===== src/rtl/easyaxi_slv_rd_if.sv =====
// AXI4 read-channel (AR + R) signal bundle for the EasyAXI read slave.
interface easyaxi_slv_rd_if #(
    parameter int unsigned ADDR_WIDTH = 16,
    parameter int unsigned DATA_WIDTH = 32,
    parameter int unsigned ID_WIDTH   = 4
);
    logic                  arvalid;
    logic                  arready;
    logic [ID_WIDTH-1:0]   arid;
    logic [ADDR_WIDTH-1:0] araddr;
    logic [7:0]            arlen;
    logic [2:0]            arsize;
    logic [1:0]            arburst;
    logic                  rvalid;
    logic                  rready;
    logic [ID_WIDTH-1:0]   rid;
    logic [DATA_WIDTH-1:0] rdata;
    logic [1:0]            rresp;
    logic                  rlast;

    modport master (
        output arvalid, arid, araddr, arlen, arsize, arburst, rready,
        input  arready, rvalid, rid, rdata, rresp, rlast
    );

    modport slave (
        input  arvalid, arid, araddr, arlen, arsize, arburst, rready,
        output arready, rvalid, rid, rdata, rresp, rlast
    );
endinterface


===== src/rtl/easyaxi_slv_rd.sv =====
// AXI4 read slave: one outstanding burst, data = beat address ^ PATTERN.
// Optional range/size/burst error flagging is built in when EASYAXI_SLV_RD_ERR_EN is defined.
module easyaxi_slv_rd #(
    parameter int unsigned ADDR_WIDTH = 16,
    parameter int unsigned DATA_WIDTH = 32,
    parameter int unsigned ID_WIDTH   = 4,
    parameter int unsigned SLV_BYTES  = 1024,
    parameter logic [31:0] PATTERN    = 32'h5A5A_0000
) (
    input  logic           clk,
    input  logic           rst_n,
    easyaxi_slv_rd_if.slave axi
);
    if (!(DATA_WIDTH == 32 || DATA_WIDTH == 64) || SLV_BYTES == 0) begin : g_param_check
        $error("easyaxi_slv_rd: DATA_WIDTH must be 32 or 64 and SLV_BYTES non-zero");
    end

    typedef enum logic {IDLE, BURST} state_e;
    state_e state_q, state_d;

    logic [ID_WIDTH-1:0]   id_q, id_d;
    logic [ADDR_WIDTH-1:0] addr_q, addr_d;
    logic [ADDR_WIDTH-1:0] wmask_q, wmask_d;
    logic [7:0]            len_q, len_d, cnt_q, cnt_d;
    logic [2:0]            size_q, size_d;
    logic                  fixed_q, fixed_d, wrap_q, wrap_d, err_q, err_d;

    logic                  arready_q, arready_d, rvalid_q, rvalid_d, rlast_q, rlast_d;
    logic [ID_WIDTH-1:0]   rid_q, rid_d;
    logic [DATA_WIDTH-1:0] rdata_q, rdata_d;
    logic [1:0]            rresp_q, rresp_d;

    logic                  ar_hs, r_hs, wrap_ok, ar_err;
    logic [31:0]           span;
    logic [ADDR_WIDTH-1:0] addr_inc, addr_nxt;

    assign ar_hs = axi.arvalid && arready_q && (state_q == IDLE);
    assign r_hs  = rvalid_q && axi.rready;

    // WRAP is honoured only for legal lengths and a size-aligned start; otherwise INCR.
    assign span    = (32'(axi.arlen) + 32'd1) << axi.arsize;
    assign wrap_ok = (axi.arlen == 8'd1 || axi.arlen == 8'd3 || axi.arlen == 8'd7 || axi.arlen == 8'd15)
                  && ((32'(axi.araddr) & ((32'd1 << axi.arsize) - 32'd1)) == 32'd0);

`ifdef EASYAXI_SLV_RD_ERR_EN
    localparam int unsigned MAX_SIZE = $clog2(DATA_WIDTH / 8);
    logic [32:0] last_byte;

    always_comb begin
        if (axi.arburst == 2'b00)
            last_byte = 33'(axi.araddr);
        else if (axi.arburst == 2'b10 && wrap_ok)
            last_byte = 33'(axi.araddr) | 33'(span - 32'd1);
        else
            last_byte = 33'(axi.araddr) + 33'(span) - 33'd1;
        ar_err = (33'(axi.araddr) >= 33'(SLV_BYTES)) || (last_byte >= 33'(SLV_BYTES))
              || (axi.arburst == 2'b11) || (32'(axi.arsize) > MAX_SIZE);
    end
`else
    assign ar_err = 1'b0;
`endif

    assign addr_inc = addr_q + ADDR_WIDTH'(32'd1 << size_q);
    assign addr_nxt = fixed_q ? addr_q
                    : wrap_q  ? ((addr_q & ~wmask_q) | (addr_inc & wmask_q))
                    : addr_inc;

    always_ff @(posedge clk or negedge rst_n) begin
        if (!rst_n) begin
            state_q   <= IDLE;
            id_q      <= '0;
            addr_q    <= '0;
            wmask_q   <= '0;
            len_q     <= '0;
            cnt_q     <= '0;
            size_q    <= '0;
            fixed_q   <= 1'b0;
            wrap_q    <= 1'b0;
            err_q     <= 1'b0;
            arready_q <= 1'b0;
            rvalid_q  <= 1'b0;
            rlast_q   <= 1'b0;
            rid_q     <= '0;
            rdata_q   <= '0;
            rresp_q   <= '0;
        end else begin
            state_q   <= state_d;
            id_q      <= id_d;
            addr_q    <= addr_d;
            wmask_q   <= wmask_d;
            len_q     <= len_d;
            cnt_q     <= cnt_d;
            size_q    <= size_d;
            fixed_q   <= fixed_d;
            wrap_q    <= wrap_d;
            err_q     <= err_d;
            arready_q <= arready_d;
            rvalid_q  <= rvalid_d;
            rlast_q   <= rlast_d;
            rid_q     <= rid_d;
            rdata_q   <= rdata_d;
            rresp_q   <= rresp_d;
        end
    end

    always_comb begin
        state_d = state_q;
        unique case (state_q)
            IDLE:  if (ar_hs) state_d = BURST;
            BURST: if (r_hs && rlast_q) state_d = IDLE;
            default: state_d = IDLE;
        endcase
    end

    always_comb begin
        id_d    = id_q;
        addr_d  = addr_q;
        wmask_d = wmask_q;
        len_d   = len_q;
        cnt_d   = cnt_q;
        size_d  = size_q;
        fixed_d = fixed_q;
        wrap_d  = wrap_q;
        err_d   = err_q;
        if (ar_hs) begin
            id_d    = axi.arid;
            addr_d  = axi.araddr;
            wmask_d = ADDR_WIDTH'(span - 32'd1);
            len_d   = axi.arlen;
            cnt_d   = '0;
            size_d  = axi.arsize;
            fixed_d = (axi.arburst == 2'b00);
            wrap_d  = (axi.arburst == 2'b10) && wrap_ok;
            err_d   = ar_err;
        end else if (r_hs && !rlast_q) begin
            addr_d = addr_nxt;
            cnt_d  = cnt_q + 8'd1;
        end
    end

    // R outputs are registered from the next beat state; the first BURST cycle is the load slot.
    always_comb begin
        arready_d = (state_d == IDLE);
        rvalid_d  = (state_q == BURST) && (state_d == BURST);
        rid_d     = rvalid_d ? id_d : '0;
        rdata_d   = (rvalid_d && !err_d) ? (DATA_WIDTH'(addr_d) ^ DATA_WIDTH'(PATTERN)) : '0;
        rlast_d   = rvalid_d && (cnt_d == len_d);
        rresp_d   = (rvalid_d && err_d) ? 2'b10 : 2'b00;
    end

    assign axi.arready = arready_q;
    assign axi.rvalid  = rvalid_q;
    assign axi.rid     = rid_q;
    assign axi.rdata   = rdata_q;
    assign axi.rresp   = rresp_q;
    assign axi.rlast   = rlast_q;
endmodule


===== src/flat_wrapper.sv =====
// flat-port wrapper written by rule: the top's interface ports become plain ports
module easyaxi_slv_rd_flat 
#(
    parameter int unsigned ADDR_WIDTH = 16,
    parameter int unsigned DATA_WIDTH = 32,
    parameter int unsigned ID_WIDTH   = 4,
    parameter int unsigned SLV_BYTES  = 1024,
    parameter logic [31:0] PATTERN    = 32'h5A5A_0000
)
  (clk, rst_n, axi_arvalid, axi_arid, axi_araddr, axi_arlen, axi_arsize, axi_arburst, axi_rready, axi_arready, axi_rvalid, axi_rid, axi_rdata, axi_rresp, axi_rlast);
  easyaxi_slv_rd_if #(.ADDR_WIDTH(ADDR_WIDTH), .DATA_WIDTH(DATA_WIDTH), .ID_WIDTH(ID_WIDTH)) axi_i ();
  input  logic clk;
  input  logic rst_n;
  input wire logic [$bits(axi_i.arvalid)-1:0] axi_arvalid;
  input wire logic [$bits(axi_i.arid)-1:0] axi_arid;
  input wire logic [$bits(axi_i.araddr)-1:0] axi_araddr;
  input wire logic [$bits(axi_i.arlen)-1:0] axi_arlen;
  input wire logic [$bits(axi_i.arsize)-1:0] axi_arsize;
  input wire logic [$bits(axi_i.arburst)-1:0] axi_arburst;
  input wire logic [$bits(axi_i.rready)-1:0] axi_rready;
  output wire logic [$bits(axi_i.arready)-1:0] axi_arready;
  output wire logic [$bits(axi_i.rvalid)-1:0] axi_rvalid;
  output wire logic [$bits(axi_i.rid)-1:0] axi_rid;
  output wire logic [$bits(axi_i.rdata)-1:0] axi_rdata;
  output wire logic [$bits(axi_i.rresp)-1:0] axi_rresp;
  output wire logic [$bits(axi_i.rlast)-1:0] axi_rlast;
  assign axi_i.arvalid = axi_arvalid;
  assign axi_i.arid = axi_arid;
  assign axi_i.araddr = axi_araddr;
  assign axi_i.arlen = axi_arlen;
  assign axi_i.arsize = axi_arsize;
  assign axi_i.arburst = axi_arburst;
  assign axi_i.rready = axi_rready;
  assign axi_arready = axi_i.arready;
  assign axi_rvalid = axi_i.rvalid;
  assign axi_rid = axi_i.rid;
  assign axi_rdata = axi_i.rdata;
  assign axi_rresp = axi_i.rresp;
  assign axi_rlast = axi_i.rlast;
  easyaxi_slv_rd #(.ADDR_WIDTH(ADDR_WIDTH), .DATA_WIDTH(DATA_WIDTH), .ID_WIDTH(ID_WIDTH), .SLV_BYTES(SLV_BYTES), .PATTERN(PATTERN)) u_core (.clk(clk), .rst_n(rst_n), .axi(axi_i));
endmodule

===== config.mk =====
export PLATFORM = sky130hd
export DESIGN_NAME = easyaxi_slv_rd_flat
export DESIGN_NICKNAME = d
export VERILOG_FILES = /design/src/rtl/easyaxi_slv_rd_if.sv /design/src/rtl/easyaxi_slv_rd.sv /design/src/flat_wrapper.sv
export SDC_FILE = /design/constraint.sdc
export NUM_CORES = 1
export LEC_CHECK = 0
export CELL_PAD_IN_SITES_DETAIL_PLACEMENT = 1
export CELL_PAD_IN_SITES_GLOBAL_PLACEMENT = 2
export CORE_MARGIN = 2
export CORE_UTILIZATION = 33
export CTS_CLUSTER_SIZE = 40
export DETAILED_ROUTE_END_ITERATION = 6
export PLACE_DENSITY_LB_ADDON = 0.1
export SLEW_MARGIN = 25
export SYNTH_ARGS = -nofsm -noshare
export SYNTH_HDL_FRONTEND = slang
export SYNTH_SLANG_ARGS = --single-unit

===== constraint.sdc =====
create_clock -name clk -period 3.3 [get_ports clk]
set_input_delay 0.495 -clock clk [delete_from_list [all_inputs] [get_ports clk]]
set_output_delay 0.495 -clock clk [all_outputs]
set_load 0.1 [all_outputs]

; Word level (Yosys, flattened, before mapping)
; Cells that the tools add are included.
[word_totals]
ff_bits = 99
input_bits = 37
out_inout_bits = 41
wordCells = 70
[classes]
addsub = 5
n_eq_ne = 6
shift = 3
n_mux = 15
n_bitwise = 7
n_reduce_logical = 18
[op_table]
columns = cell, count
row1 = $mux W16, 4
row2 = $and A16 B16 Y16, 2
row3 = $and A16 B32 Y32, 1
row4 = $logic_not A32 Y1, 1
row5 = $shl A1 B3 Y32 const A, 1
row6 = $shl A32 B3 Y16, 1
row7 = $sub A32 B1 Y32 const B, 1
row8 = $mux W31, 1
row9 = $mux W8, 3
row10 = $add A16 B16 Y16, 1
row11 = $not A16 Y16, 1
row12 = $or A16 B16 Y16, 1
row13 = $shl A1 B3 Y16 const A, 1
row14 = $sub A16 B1 Y16 const B, 1
row15 = $logic_and A1 B1 Y1, 11
row16 = $add A8 B1 Y9 const B, 1
row17 = $add A8 B1 Y8 const B, 1
row18 = $eq A8 B1 Y1 const B, 1
row19 = $eq A8 B2 Y1 const B, 1
row20 = $eq A8 B3 Y1 const B, 1
row21 = $eq A8 B4 Y1 const B, 1
row22 = $eq A8 B8 Y1, 1
row23 = $mux W4, 2
row24 = $logic_or A1 B1 Y1, 3
row25 = 7 further kinds, 11

; Logic depth before layout (Yosys ltp)
; Gate-level depths: netlist of the first run.
[logic_depth]
ltp_word = 9
mapped_depth = 13
ltp_nobuf = 11

; Least setup slack after synthesis of the first run
; OpenSTA, ideal clock, no wires.
[synth_path]
kind = in2reg
from = in axi_arsize[0]
to = reg u_core.wmask_q[12]
setup_ps = 65
arrival_time_ps = 2920
required_ps = 3235
setup_slack_ps = 315
path_stages = 11
n_path_buf = 4
path_cell_list = buf_2 -> buf_2 -> buf_2 -> buf_2 -> or3_1 -> ha_1 -> or3b_2 -> nor3_1 -> and3b_1 -> mux2_2 -> nand2_1
[synth_between]
elab_chain_cells = 2
[synth_rtl]
columns = item, line_no
row1 = from (decl), flat_wrapper.sv:18  ; input wire logic [$bits(axi_i.arsize)-1:0] axi_arsize;
row2 = $shl A32 B3 Y16, easyaxi_slv_rd.sv:41  ; assign span = (32'(axi.arlen) + 32'd1) << axi.arsize;
row3 = $sub A16 B1 Y16, easyaxi_slv_rd.sv:128  ; wmask_d = ADDR_WIDTH'(span - 32'd1);
row4 = to (signal assigned), easyaxi_slv_rd.sv:90  ; wmask_q <= wmask_d;
row5 = to (decl), easyaxi_slv_rd.sv:23  ; logic [ADDR_WIDTH-1:0] wmask_q, wmask_d;
; No other way between the ends.
; A chain may end at the register's enable or synchronous reset.

; Worst setup path after layout of the first run
[layout_path]
from = in axi_arlen[0]
to = reg u_core.wmask_q[15]
[layout_between]
elab_chain_cells = 3
[layout_rtl]
columns = item, line_no
row1 = from (decl), flat_wrapper.sv:17  ; input wire logic [$bits(axi_i.arlen)-1:0] axi_arlen;
row2 = $add A8 B1 Y9, easyaxi_slv_rd.sv:41
row3 = $shl A32 B3 Y16, easyaxi_slv_rd.sv:41
row4 = $sub A16 B1 Y16, easyaxi_slv_rd.sv:128
; No other way between the ends.

==> results of run 1 <==
cell families after synthesis:
logic type	count (synthesis)	share of synthesized area
compound gates	140	0.164
xor+xnor	38	0.0633
fa+ha+maj	15	0.0371
buf+inv	68	0.0647
flops	84	0.400
mux	13	0.0276
other cells	1	0.000713
simple gates	261	0.243
state kept, by name, indices dropped and copies added, names as in the netlist, 3 cells and up:
signal,flops
u_core.len_q,8
u_core.addr_q,16
u_core.wmask_q,16
u_core.axi.rid,4
u_core.id_q,4
u_core.cnt_q,8
u_core.axi.rdata,17
u_core.size_q,3
through the flow:
stage	total power, mW	hold slack, ns	util	instances
finish	6.04	0.211	0.435	956
global route	6.45	0.268	0.435	956
CTS	6.12	0.243	0.435	956
detailed placement	5.11	0.462	0.417	940
global placement	5.02	0.452	0.417	940
floorplan	4.30	0.199	-	628
power groups by stage:
stage	registers [mW]	clock network [mW]	logic [mW]
5_1_grt	1.84	1.05	3.57
2_1_floorplan	2.66	0	1.63
4_1_cts	1.78	1.00	3.33
3_5_place_dp	1.80	0	3.31
6_report	1.77	0.970	3.30
3_3_place_gp	1.77	0	3.25
per-layer routing:
metal,vias to the layer above,share of wire,GRT usage
li1,2372,-,-
met1,2336,0.47,0.270
met2,75,0.49,0.332
met3,13,0.029,0.0303
met4,0,0.010,0.0443
met5,-,0,0
cell usage in the layout (no fill, tap or decap), drive strengths merged, types with 10 or more instances in the layout:
master	Yosys	layout
nand2	88	88
ha	14	14
buf	28	91
o21ai	51	51
xor2	11	11
clkdlybuf4s50	0	59
dfrtp	84	84
nand3	14	14
nor3	17	17
clkbuf	26	10
and3	12	12
inv	14	16
xnor2	27	27
and2	11	11
nor2	66	66
a21oi	40	40
mux2i	10	10
worst paths after layout:
kind                                    start                 end  slack (ns)  depth (start not counted)
max in group asynchronous               rst_n   u_core.wmask_q[2]        2.56                          1
max                              axi_arlen[0]  u_core.wmask_q[15]        0.20                         10
max reg2reg                  u_core.size_q[0]   u_core.addr_q[12]        0.30                         11
min in group clk           u_core.wmask_q[11]  u_core.wmask_q[11]        0.48                          2
min                                     rst_n   u_core.axi.rid[1]        0.21                          1
min reg2reg                u_core.wmask_q[11]  u_core.wmask_q[11]        0.48                          2
cell type report:
class | instances | area share
multi-input cells | 476 | 0.417
flip-flops and latches | 84 | 0.307
repair buffers | 150 | 0.187
well taps | 216 | 0.0395
clock buffers | 10 | 0.0349
inverters | 14 | 0.00768
clock inverters | 6 | 0.00695
what timing repair did:
action                     4_1_cts  5_1_grt
gates resized for setup          0        2
setup buffers                    0        0
setup endpoints to repair        0        1
==> impl_results.md, run 1 <==
* Combined area of all synthesized cells at 5260 µm²
* Number of global-route vias before repair at 4940
* Number of flops mapped to enable cells by yosys at 0
* Mean Syn Cell Area at 8.48 µm²
* Number of unique standard cell types used by synthesis at 67
* Initial Util at 0.335
* Combinational power share at 0.546
* Final routed wire length divided by cell count at 16.6 µm
* Clock latency at the later pin of the worst-skew pair at 0.34 ns
* Detailed-route DRC error count at 0
* Dominant delay contributor by cell family on the critical path: simple AND/OR/NAND/NOR gates
* Post-cts hold buffer count at 0
* Area overhead of the layout relative to synthesis at 30.1%
* Commonest register cell after synthesis: dfrtp_1
* Setup-violating endpoint count in the final report at 0
* Largest fanout of any net on the critical path at 4
* Synthesized instance count at 620
* Clock Tree Buf Depth at 2
* P per Cell Area at 883 nW/µm²
* TritonCTS Buffers at 9
* Final sum of negative setup slack at 0 ns
* First-pass GRT wire length at 26100 µm
* Root buffer selected by CTS: clkbuf_16
* Post-detailed-route count of antenna-violating nets at 0
* CTS tree: yes
* Clk_skew at 0.00737 ns
* Pre-CTS setup slack at -0.185 ns
* Required arrival time at the worst endpoint at 3.56 ns
* Series of cell instances along the critical path: clkdlybuf4s50_1 -> ha_2 -> and4_1 -> mux2i_1 -> o211ai_2 -> mux4_2 -> nor4b_4 -> nand2_2 -> or4_1 -> a31oi_1
* Area of the multi-input gates at 2850 µm²
* IO Count at 78
* CP endpoint kind: register
* Flop pwr share at 0.293
* Arrival time of the worst setup path at 3.36 ns
* Die Height at 130 µm
* Final Hold Fails at 0
* Number of vias after detailed routing at 4796
* Deepest level of the CTS H-tree at 3
* Antenna fix cells at 0
* Antenna violations before repair at 0
* Number of synthesis warnings at 0
* Path type of the worst setup path: primary input to register
* Slowest stage cell, crit path: mux4_2
* Cell taking the most area after synthesis: dfrtp_1
* Clock sinks at 84
* Iteration-0 DRC Markers at 257
* Peak supply drop at 0.000482 V
* Total leakage power at 3.08 nW
* Sequential fraction of the synthesis area at 0.400
* Relative slew slack at 0.346
* Sw Ratio at 0.492
* Number of nets at the end of the flow at 787
* Remaining global-route overflow at 0
* Pint at 3.07 mW
* Asr flop ratio synth at 1.00
* Post-layout min period at 3.10 ns
* Max-slew violation count at 0
* Period utilization at 0.940
* Result of the run: finished, final reports clean
* Maxcap violations at 0
* Vias/cell at 5.02
* FF+latch area at 2100 µm²
* Register bit count reported by yosys at 84
* Fill cell instance count of the final layout at 1888
* Fin worst setup slack at 0.200 ns
* Placeable core region at 15700 µm²
* Placed instance area at 6550 µm²
* Final design area excluding fillers at 6840 µm²
* Most instantiated library cell after synthesis: nand2_1
* Largest net degree at the start of global routing at 85
* DP Wirelength at 12400 µm
* Total wirelength of the detailed-routed design at 15900 µm
* Critical path buffers and inverters at 1
* Die W at 130 µm
* Buffers on Ports at 68
* Unrepaired setup endpoints after global routing: no
* Top cell type's share of synthesized area at 0.400
* Detailed-routing iteration count for the pre-antenna-repair pass at 6
* Power dissipated by switching net loads at 2.97 mW
* Commonest cells in the synthesized netlist: nand2_1 (87), dfrtp_1 (84), nor2_1 (66)
* All-layer global routing usage at 0.198
* Count of standard-cell rows at 46
* Fraction of layout instances using a drive strength above 1 at 0.166
* Tightest Hold Check Type: primary input to async pin
* Max Freq at 323 MHz
* Top area cells in the synthesized netlist: dfrtp_1 (40%), nand2_1 (6.2%), nor2_1 (4.7%), o21ai_0 (4.6%), xnor2_1 (4.5%)
* Die Outline Area at 17000 µm²
* Global placement routability congestion at 0.883
* Pin slew with the least headroom to its limit at 0.978 ns
* Critical path's largest stage delay at 0.52 ns
* Share of total power in the clock network at 0.161
* Clk slew on worst S/H paths at 0.06 ns
* Critical Path Source Type: primary input
Note: power is estimated with default switching activity, not from simulation.
==> run 2, diff against run 1 <==
CORE_UTILIZATION = 27   (was 33)
clock period = 2.9 ns   (was 3.3 ns; I/O delays follow)
==> run 2 against run 1 <==
Critical path depth is 2 higher. Routed wire length increased by 5.8%. First-iteration DRC count shrank 27%. Clock power rose by 24%. Setup slack got worse by 0.059 ns. Die area increased by 22%. Largest cell class unchanged. Critical path type unchanged. Count of clock-buffer cells in the layout unchanged. Sequential cell count unchanged.
==> impl_results.md, run 2 (synthesis gave the netlist of run 1 again) <==
* Critical Path Source Type: primary input
* Final sum of negative setup slack at 0 ns (unchanged)
* Share of total power in the clock network at 0.170 (+0.009)
* Most frequent cells in the layout: buf_4 (142), nand2_1 (87), dfrtp_1 (84)
* Clock latency at the later pin of the worst-skew pair at 0.35 ns (about the same)
* Detailed-route DRC error count at 0 (unchanged)
* Path type of the worst setup path: primary input to register
* Number of vias after detailed routing at 4906 (+2.3%)
* IO Count at 78 (unchanged)
* DP Wirelength at 13200 µm (+6.3%)
* Post-detailed-route count of antenna-violating nets at 0 (unchanged)
* Combinational power share at 0.547 (about the same)
* Peak supply drop at 0.000245 V (-49%)
* Clk_skew at 0.00931 ns (+0.00194 ns)
* Vias/cell at 4.74 (-5.4%)
* Iteration-0 DRC Markers at 187 (-27%)
* Final design area excluding fillers at 7150 µm² (+4.6%)
* Die Height at 144 µm (+10%)
* Number of cells traversed by the worst register-to-register path at 11 (unchanged)
* Clk slew on worst S/H paths at 0.07 ns (about the same)
* Clock Tree Buf Depth at 2 (unchanged)
* Clock sinks at 84 (unchanged)
* Setup-violating endpoint count in the final report at 0 (unchanged)
* Deepest level of the CTS H-tree at 3 (unchanged)
* Startpoint of the lowest-slack register-to-register path: u_core.size_q[2]
* Count of standard-cell rows at 51 (+11%)
* First-pass GRT wire length at 27700 µm (+6.0%)
* CP endpoint kind: register
* Die W at 144 µm (+10%)
* Sw Ratio at 0.490 (-0.00184)
* TritonCTS Buffers at 9 (unchanged)
* Fraction of layout instances using a drive strength above 1 at 0.243 (+0.0770)
* Core utilization of the finished layout at 0.371 (-0.0642)
* Root buffer selected by CTS: clkbuf_16
* Flop pwr share at 0.283 (-0.010)
* CP Launch Point: axi_arsize[1]
* Pint at 3.60 mW (+17%)
* Total leakage power at 3.31 nW (+7.3%)
* Number of nets at the end of the flow at 816 (+3.7%)
* Detailed-routing iteration count for the pre-antenna-repair pass at 4 (-2)
* Max Freq at 362 MHz
* Worst setup endpoint: u_core.wrap_q
* Largest net degree at the start of global routing at 68 (-20%)
* Antenna violations before repair at 1 (+1)
* Global placement routability congestion at 0.850 (-3.7%)
* Antenna fix cells at 0 (unchanged)
* Largest fanout of any net on the critical path at 9 (+5)
* Pin slew with the least headroom to its limit at 0.747 ns (-0.231 ns)
* Final routed wire length divided by cell count at 16.3 µm (-2.2%)
* Post-layout min period at 2.76 ns
* Required arrival time at the worst endpoint at 3.16 ns (-0.40 ns)
* Number of global-route vias before repair at 5172 (+4.7%)
* Remaining global-route overflow at 0 (unchanged)
* Tightest Hold Check Type: primary input to async pin
* Arrival time of the worst setup path at 3.02 ns (-0.34 ns)
* Count of placed standard cells in the final layout, fillers left out at 1034 (+8.2%)
* Die Outline Area at 20600 µm² (+22%)
* Relative slew slack at 0.502 (+0.156)
* FF-to-FF End: u_core.addr_q[8]
* Placed instance area at 6770 µm² (+3.3%)
* Reg-to-reg slack, setup at 0.17 ns (-0.13 ns)
* Power dissipated by switching net loads at 3.46 mW (+17%)
* Area overhead of the layout relative to synthesis at 36.0%
* Fill cell instance count of the final layout at 2301 (+22%)
* Cell Count Post-Placement at 1016 (+8.1%)
* P per Cell Area at 988 nW/µm² (+12%)
* Buffers on Ports at 68 (unchanged)
* Initial Util at 0.273 (-0.0618)
* All-layer global routing usage at 0.172 (-0.0253)
* Largest register FFs at 17 (unchanged)
* Min Hold Slack at 0.135 ns (-0.0760 ns)
* Total wirelength of the detailed-routed design at 16800 µm (+5.8%)
* Max-slew violation count at 0 (unchanged)
* Period utilization at 0.952
* Maxcap violations at 0 (unchanged)
* Final Hold Fails at 0 (unchanged)
* Result of the run: finished, final reports clean
* Placeable core region at 19300 µm² (+23%)
* CTS tree: yes
* Most common library cell in the layout ignoring fill and taps: buf_4
-- run 2: cell types whose count changed in the layout (fill, tap and decap cells not counted), moves of 2 or more --
cell	change
buf_4	+52
clkdlybuf4s50_1	-30
dlygate4sd2_1	+4
a2111oi_2	+2
dlymetal6s2s_1	+2
nor3_1	-2
nor3_2	+2
nor3b_1	-2
nor3b_2	+2
-- run 2: layout make-up --
class | count | area [µm²] | area share
clock buffers | 10 | 229 | 0.0320
well taps | 265 | 332 | 0.0464
inverters | 14 | 52.6 | 0.00735
multi-input cells | 476 | 2920 | 0.408
repair buffers | 179 | 1450 | 0.202
flip-flops and latches | 84 | 2100 | 0.294
clock inverters | 6 | 72.6 | 0.0101
-- run 2: through the flow --
step / setup slack, ns / total power, mW
floorplan: 0.0193 / 4.89
global placement: -0.659 / 5.80
detailed placement: -0.601 / 5.86
CTS: 0.0213 / 7.11
global route: -0.0545 / 7.56
finish: 0.140 / 7.07
-- run 2: repair_timing --
item | CTS | global route
endpoints found under the setup margin | 10 | 11
gates resized for setup | 14 | 8
endpoints found under the hold margin | 0 | 0
hold buffers | 0 | 0
pin swaps | 7 | 3
buffers inserted | 1 | 1
cloned | 0 | 0
-- run 2: worst min-delay path by stage --
| stage | from | to | slack (ns) | depth (start not counted) |
|---|---|---|---|---|
| CTS | rst_n | u_core.addr_q[13] | 0.17 | 1 |
| global placement | u_core.id_q[1] | u_core.id_q[1] | 0.45 | 2 |
| detailed placement | u_core.id_q[3] | u_core.id_q[3] | 0.46 | 2 |
| finish | rst_n | u_core.addr_q[13] | 0.14 | 1 |
| global route | rst_n | u_core.addr_q[13] | 0.19 | 1 |
| floorplan | rst_n | u_core.addr_q[0] | 0.14 | 0 |
-- run 2: per-layer routing --
metal	track usage	wire, µm	vias to the layer above
li1	-	-	2419
met1	0.233	8160	2407
met2	0.283	7900	64
met3	0.0297	461	16
met4	0.0506	314	0
met5	0	0	-
-- run 2: worst max-delay path: stages --
cell and delay [ns]:
clkdlybuf4s50_1 0.45, buf_4 0.15, and2_1 0.20, nand2_1 0.13
ha_1 0.31, nor2b_1 0.04, a21oi_1 0.27, o2111ai_1 0.30
nor4_4 0.37, buf_4 0.18, o2111ai_1 0.11, o21ai_0 0.09
-- run 2: power groups by stage --
| stage | registers (mW) | logic (mW) | clock network (mW) |
|---|---|---|---|
| 2_1_floorplan | 3.03 | 1.86 | 0 |
| 3_3_place_gp | 2.00 | 3.80 | 0 |
| 3_5_place_dp | 2.02 | 3.84 | 0 |
| 4_1_cts | 2.00 | 3.87 | 1.24 |
| 5_1_grt | 2.07 | 4.21 | 1.28 |
| 6_report | 2.00 | 3.87 | 1.20 |
